## config.mk

```make
export PLATFORM = sky130hd
export DESIGN_NAME = cpu_imm_unit
export DESIGN_NICKNAME = d
export VERILOG_FILES = /design/src/rtl/cpu_imm_unit.sv
export SDC_FILE = /design/constraint.sdc
export NUM_CORES = 1
export LEC_CHECK = 0
export CAP_MARGIN = 20
export CORE_MARGIN = 2
export CORE_UTILIZATION = 50
export DETAILED_ROUTE_END_ITERATION = 8
export PLACE_DENSITY = 0.81
export SYNTH_ARGS = -nofsm -noshare
export SYNTH_HDL_FRONTEND = slang
export SYNTH_SLANG_ARGS = --single-unit
```

## constraint.sdc

```tcl
create_clock -name clk -period 2.3 [get_ports clk]
set_input_delay 0.46 -clock clk [delete_from_list [all_inputs] [get_ports clk]]
set_output_delay 0.46 -clock clk [all_outputs]
set_load 0.03 [all_outputs]
```

## src/rtl/cpu_imm_unit.sv

```systemverilog
// Decode-stage immediate generator: one-cycle pipelined extension with a 2-entry
// skid buffer so the unit can accept one instruction per cycle under backpressure.
module cpu_imm_unit #(
   parameter int unsigned XLEN  = 32,
   parameter int unsigned TAG_W = 8
) (
   input  logic             clk,
   input  logic             rst,
   input  logic             flush,
   input  logic             in_valid,
   output logic             in_ready,
   input  logic [31:0]      in_instr,
   input  logic [2:0]       in_imm_src,
   input  logic [TAG_W-1:0] in_tag,
   output logic             out_valid,
   input  logic             out_ready,
   output logic [XLEN-1:0]  out_imm,
   output logic [TAG_W-1:0] out_tag,
   output logic             out_illegal,
   output logic [1:0]       occupancy
);

   typedef enum logic [2:0] {
      SrcI  = 3'd0,
      SrcS  = 3'd1,
      SrcB  = 3'd2,
      SrcU  = 3'd3,
      SrcJ  = 3'd4,
      SrcZ  = 3'd5,
      SrcSh = 3'd6,
      SrcRsv = 3'd7
   } imm_src_e;

   logic [31:0]      imm32;
   logic [XLEN-1:0]  imm_ext;
   logic             ill_ext;
   logic             unused_opcode;

   // Every format sign-extends cleanly from 32 bits: Z and SH are non-negative here.
   always_comb begin
      imm32   = '0;
      ill_ext = 1'b0;
      unique case (imm_src_e'(in_imm_src))
         SrcI:  imm32 = {{20{in_instr[31]}}, in_instr[31:20]};
         SrcS:  imm32 = {{20{in_instr[31]}}, in_instr[31:25], in_instr[11:7]};
         SrcB:  imm32 = {{19{in_instr[31]}}, in_instr[31], in_instr[7], in_instr[30:25],
                         in_instr[11:8], 1'b0};
         SrcU:  imm32 = {in_instr[31:12], 12'b0};
         SrcJ:  imm32 = {{11{in_instr[31]}}, in_instr[31], in_instr[19:12], in_instr[20],
                         in_instr[30:21], 1'b0};
         SrcZ:  imm32 = {27'b0, in_instr[19:15]};
         SrcSh: begin
            if (XLEN == 64) begin
               imm32 = {26'b0, in_instr[25:20]};
            end else begin
               imm32   = {27'b0, in_instr[24:20]};
               ill_ext = in_instr[25];
            end
         end
         SrcRsv: begin
            imm32   = '0;
            ill_ext = 1'b1;
         end
         default: ;
      endcase
      imm_ext = XLEN'($signed(imm32));
   end

   assign unused_opcode = ^in_instr[6:0];

   logic             main_valid_q, main_valid_d;
   logic [XLEN-1:0]  main_imm_q, main_imm_d;
   logic [TAG_W-1:0] main_tag_q, main_tag_d;
   logic             main_ill_q, main_ill_d;
   logic             skid_valid_q, skid_valid_d;
   logic [XLEN-1:0]  skid_imm_q, skid_imm_d;
   logic [TAG_W-1:0] skid_tag_q, skid_tag_d;
   logic             skid_ill_q, skid_ill_d;
   logic             accept, pop;

   assign in_ready    = !rst && !skid_valid_q;
   assign accept      = in_valid && in_ready;
   assign pop         = main_valid_q && out_ready;
   assign out_valid   = main_valid_q;
   assign out_imm     = main_imm_q;
   assign out_tag     = main_tag_q;
   assign out_illegal = main_ill_q;
   assign occupancy   = {1'b0, main_valid_q} + {1'b0, skid_valid_q};

   always_comb begin
      main_valid_d = main_valid_q;
      main_imm_d   = main_imm_q;
      main_tag_d   = main_tag_q;
      main_ill_d   = main_ill_q;
      skid_valid_d = skid_valid_q;
      skid_imm_d   = skid_imm_q;
      skid_tag_d   = skid_tag_q;
      skid_ill_d   = skid_ill_q;
      if (flush) begin
         main_valid_d = 1'b0;
         skid_valid_d = 1'b0;
      end else if (!main_valid_q || pop) begin
         if (skid_valid_q) begin
            main_valid_d = 1'b1;
            main_imm_d   = skid_imm_q;
            main_tag_d   = skid_tag_q;
            main_ill_d   = skid_ill_q;
            skid_valid_d = 1'b0;
         end else if (accept) begin
            main_valid_d = 1'b1;
            main_imm_d   = imm_ext;
            main_tag_d   = in_tag;
            main_ill_d   = ill_ext;
         end else begin
            main_valid_d = 1'b0;
         end
      end else if (accept) begin
         skid_valid_d = 1'b1;
         skid_imm_d   = imm_ext;
         skid_tag_d   = in_tag;
         skid_ill_d   = ill_ext;
      end
   end

   always_ff @(posedge clk) begin
      if (rst) begin
         main_valid_q <= 1'b0;
         main_imm_q   <= '0;
         main_tag_q   <= '0;
         main_ill_q   <= 1'b0;
         skid_valid_q <= 1'b0;
         skid_imm_q   <= '0;
         skid_tag_q   <= '0;
         skid_ill_q   <= 1'b0;
      end else begin
         main_valid_q <= main_valid_d;
         main_imm_q   <= main_imm_d;
         main_tag_q   <= main_tag_d;
         main_ill_q   <= main_ill_d;
         skid_valid_q <= skid_valid_d;
         skid_imm_q   <= skid_imm_d;
         skid_tag_q   <= skid_tag_d;
         skid_ill_q   <= skid_ill_d;
      end
   end

endmodule

```

Word level (Yosys, flattened, before mapping)
Cells that the tools add are included.
- flip-flop bits (word level): 84
- latch bits: 0
- memory bits (writable): 0
- bits in read-only memories: 0
- input bits: 48
- logic and storage cells: 41
- memories: 0
- $add $sub $neg: 1
- multipliers: 0
- divide/modulo/power cells: 0
- magnitude comparators: 0
- equality and inequality tests: 7
- shifts and indexed selects: 0
- muxes and demuxes: 10
- bitwise operators: 2
- reduce and logical (&&, ||, !) cells: 13
- operators by type and width (kind ; number):
    case mux 32 bit (8 select lines) ; 1
    two-way mux 32 bit ; 2
    two-way mux 8 bit ; 2
    == test 3 bit, second input constant ; 4
    == test 3 x 2 -> 1 bit, second input constant ; 2
    AND reduction 3 bit ; 2
    two-way mux 1 bit ; 4
    == test 3 x 1 -> 1 bit, second input constant ; 1
    logical AND 1 bit ; 3
    zero test 1 bit ; 3
    zero test 3 bit ; 1
    OR reduction 3 bit ; 1
    adder 1 x 1 -> 2 bit ; 1
    inverter 1 bit ; 2
    case mux 1 bit (2 select lines) ; 1
    nonzero test 2 bit ; 1
    OR reduction 2 bit ; 1
    logical OR 1 bit ; 1

Longest topological paths before layout
- depth after elaboration: 5
- mapped depth: 7

Least setup slack after synthesis
OpenSTA, ideal clock, no wires.
- path kind: flip-flop to flip-flop
- start point: register main_valid_q (netlist: out_valid)
- end point: register skid_imm_q[28]
- setup time: 0.132 ns
- arrival: 1.782 ns
- required time: 2.168 ns
- slack: 0.386 ns
- cell stages (with the launch flop): 7
- path buffers: 2
- clock period less this slack: 1.914 ns
- cells stage by stage: dfxtp_1 > or4b_4 > or2_1 > buf_6 > buf_6 > a211oi_2 > nor3_1
- cells in the longest elaborated chain, start to end: 4
- elaborated cells between the ends (all ways): 5
- ends and longest elaborated chain (element ; line ; RTL):
    start: declaration ; 71 ; logic main_valid_q, main_valid_d;
    start signal: assignment ; 136 ; main_valid_q <= main_valid_d;
    zero test 1 bit or logical AND 1 bit (tied branches) ; 102, 83 ;
    logical OR 1 bit * ; 102 ; end else if (!main_valid_q || pop) begin
    inverter 1 bit (no line) * ; - ;
    AND reduction 3 bit (no line) * ; - ;
    end signal: assignment ; 141 ; skid_imm_q <= skid_imm_d;
    end: declaration ; 76 ; logic [XLEN-1:0] skid_imm_q, skid_imm_d;
Mark *: on every way between the ends. The rest lies on a longest branch, timed or not.
A chain may end at the register's enable or synchronous reset.

Worst setup path after layout
- start point: register skid_valid_q
- end point: output occupancy[0]
- cells in the longest elaborated chain, start to end: 1
- ends and longest elaborated chain (element ; line ; RTL):
    start: declaration ; 75 ; logic skid_valid_q, skid_valid_d;
    start signal: assignment ; 140 ; skid_valid_q <= skid_valid_d;
    adder 1 x 1 -> 2 bit ; 88 ; assign occupancy = {1'b0, main_valid_q} + {1'b0, skid_valid_q};
    end: declaration ; 20 ; output logic [1:0] occupancy
No other way between the ends.

==> impl_metrics.toml <==
[synth]
post_synth_num_cell_types = 39
syn_area_um2 = 3970
synth_edf_count = 0
synth-seq-cells = 84
async_flop_share_pct = 0
syn_nets = 511
yosysSeqAreaShare_pct = 42.4
synth-main-ff-cell = "dfxtp_1"
syn_inst = 462
syn_avg_cell_area_um2 = 8.59
ys.warnings.count = 0

[floorplanning]
num_rows = 32
die_x_um = 93.1
core_area_um2 = 7730
fp.dieArea_um2 = 8670
die_h_um = 93.1
start_util_pct = 51.4
ios = 93

[routing]
drtIter0Drc = 276
first_pass_iters = 5
wirelength_um = 10200
ant_nets = 0
vias_per_cell = 5.93
drcViolationCount = 0
vias = 3816
wl_per_cell_um = 15.9

[hold_path]
hp-class = "register to register"
holdPathStages = 2

[critical_path]
endpoint_kind = "output pin"
critical_path_arrival_ns = 1.76
cpMaxStageDelayCell = "clkdlybuf4s50_1"
crit_cells = 2
max_stage_delay_ns = 0.59
critPathRequiredTime_ns = 1.84
critPathBufInv = 1
start_kind = "register"
worst-r2r-cell-count = 4
path_delay_family = "buffers and inverters"
cp_max_fo = 11
cp_cell_sequence = "ha_1 -> clkdlybuf4s50_1"
crit_type = "register to output pin"

[sta]
setup_viol = 0
final.setup_skew_ns = 0.00751
drv_slew = 0
max_freq_mhz = 451
layout_min_cycle_time_ns = 2.22
rsz0062_at_grt = "false"
slew-limit-headroom_pct = 63.6
fin_crit_sh_pct = 96.4
hold_violations = 0
tightest_slew_ns = 0.546

[cts]
cts_tree = "built"
clock_sinks = 84
postCtsSetupBuffers = 0
clk_root_buffer_cell = "clkbuf_8"
ctsResizeCount = 0
postCtsHoldBufs = 0
htree_levels = 3
clock_path_buffers = 2
clk_pin_slew_ns = 0.08
clk_latency_ns = 0.36
numCtsBuffers = 9

[power]
p_sw_share_pct = 26.0
power.leakage_nw = 1.75
intPower_mw = 2.32
irDropWorstVdd_v = 0.000373
p_seq_share_pct = 47.9
pwr-share-clk_pct = 36.5
combPwrFrac_pct = 15.6
power.density_nw_per_um2 = 603
p_sw_mw = 0.816

[cells_and_area]
layout.cells.most_common = "dfxtp_1"
antenna_cells = 0
stdcell_area_um2 = 5200
fin_util_pct = 67.3
syn2layout_area_growth_pct = 31.1
drive_gt1_share_pct = 10.2
final_nets = 585
mostFrequentLayoutCells = "dfxtp_1, clkdlybuf4s50_1, nor2_1, a211oi_1, a21oi_1"

[global_route]
antenna_found_initial = 0
grt_max_degree = 60
grt_overflow_total = 0
grt_usage_pct = 23.6
grt_pass1_vias = 3446
grt_pass1_wl_um = 16500

[run]
maxCapViolations = 0

[placement]
hpwlAfterDp_um = 6700
dpl_cell_area_um2 = 4990
gp_congestion = 0.838
port_buffers = 85

[run_status]
status = "finished clean"
per-stage QoR:
step | setup WS (ns) | total power, mW | hold WS [ns] | cells | TNS (ns)
floorplan | 0.386 | 1.81 | 0.436 | 462 | 0
global placement | -0.0122 | 2.01 | 0.442 | 627 | -0.0482
detailed placement | -0.0521 | 2.02 | 0.447 | 627 | -0.359
CTS | 0.0691 | 3.16 | 0.458 | 643 | 0
global route | 0.0277 | 3.25 | 0.474 | 643 | 0
finish | 0.0836 | 3.14 | 0.459 | 643 | 0
power groups by stage:
stage	Sequential, mW	Combinational (mW)	Clock, mW
CTS	1.50	0.485	1.17
global placement	1.54	0.475	0
global route	1.51	0.525	1.22
detailed placement	1.54	0.483	0
floorplan	1.59	0.214	0
finish	1.50	0.488	1.15
worst register-to-register path, delay by kind of cell (launching register included):
kind	cells	cell delay, ns
AND/OR/NAND/NOR	1	0.35
AO/OA/AOI/OAI	2	0.66
flip-flops	1	0.52
buffers and inverters	1	0.48
layout make-up:
type,count,area [µm²]
inverters,3,11.3
clock inverters,6,87.6
repair buffers,113,1110
well taps,102,128
fillers,635,2530
multi-input cells,325,2050
clock buffers,10,128
flip-flops and latches,84,1680
cells by family (layout without fill, tap and decap cells):
group	after synthesis	in the layout	synth area share (%)
AND/OR/NAND/NOR	172	172	22.7
buffers and inverters	53	132	6.15
flip-flops	84	84	42.4
AO/OA/AOI/OAI	138	138	24.9
adder cells (fa/ha/maj)	2	2	0.599
multiplexers	13	13	3.31
state kept, by name (all words and copies together), names as in the netlist:
name and count:
out_illegal 1, out_imm 32, out_tag 8, out_valid 1, skid_ill_q 1, skid_imm_q 32
skid_tag_q 8, skid_valid_q 1
Yosys cell counts (3+ instances only):
cell | instances | area (µm²)
o22a_1 | 8 | 70.1
o211ai_1 | 15 | 113
buf_4 | 3 | 22.5
nand2_1 | 24 | 90.1
nor2b_1 | 6 | 37.5
a221oi_1 | 6 | 52.6
nand3b_1 | 28 | 210
nor3_1 | 20 | 100
o41ai_1 | 11 | 96.3
a21oi_1 | 41 | 205
clkbuf_1 | 25 | 93.8
dfxtp_1 | 84 | 1680
buf_2 | 15 | 75.1
nor2_1 | 69 | 259
a211oi_2 | 3 | 37.5
inv_1 | 3 | 11.3
nand4b_1 | 13 | 114
buf_1 | 5 | 18.8
a22oi_1 | 6 | 45.0
a211oi_1 | 43 | 323
nand2b_1 | 3 | 18.8
mux2i_1 | 12 | 120
worst paths after layout:
path	end	slack, ns	start
worst min register to register	skid_tag_q[7]$_SDFFE_PP0P_	0.46	skid_tag_q[7]$_SDFFE_PP0P_
worst max-delay path	occupancy[0]	0.08	skid_valid_q$_SDFFE_PP0P_
worst max register to register	out_imm[14]$_SDFFE_PP0P_	0.21	skid_valid_q$_SDFFE_PP0P_
worst min-delay path	skid_tag_q[7]$_SDFFE_PP0P_	0.46	skid_tag_q[7]$_SDFFE_PP0P_
layer usage:
layer / track usage (%) / wire length, µm / up-vias
met5: 0 / 0 / -
met2: 38.0 / 4610 / 153
met4: 7.97 / 169 / 0
met1: 32.6 / 4770 / 1797
li1: - / - / 1853
met3: 3.55 / 672 / 13
No activity file was read; power rests on OpenSTA's default activity.
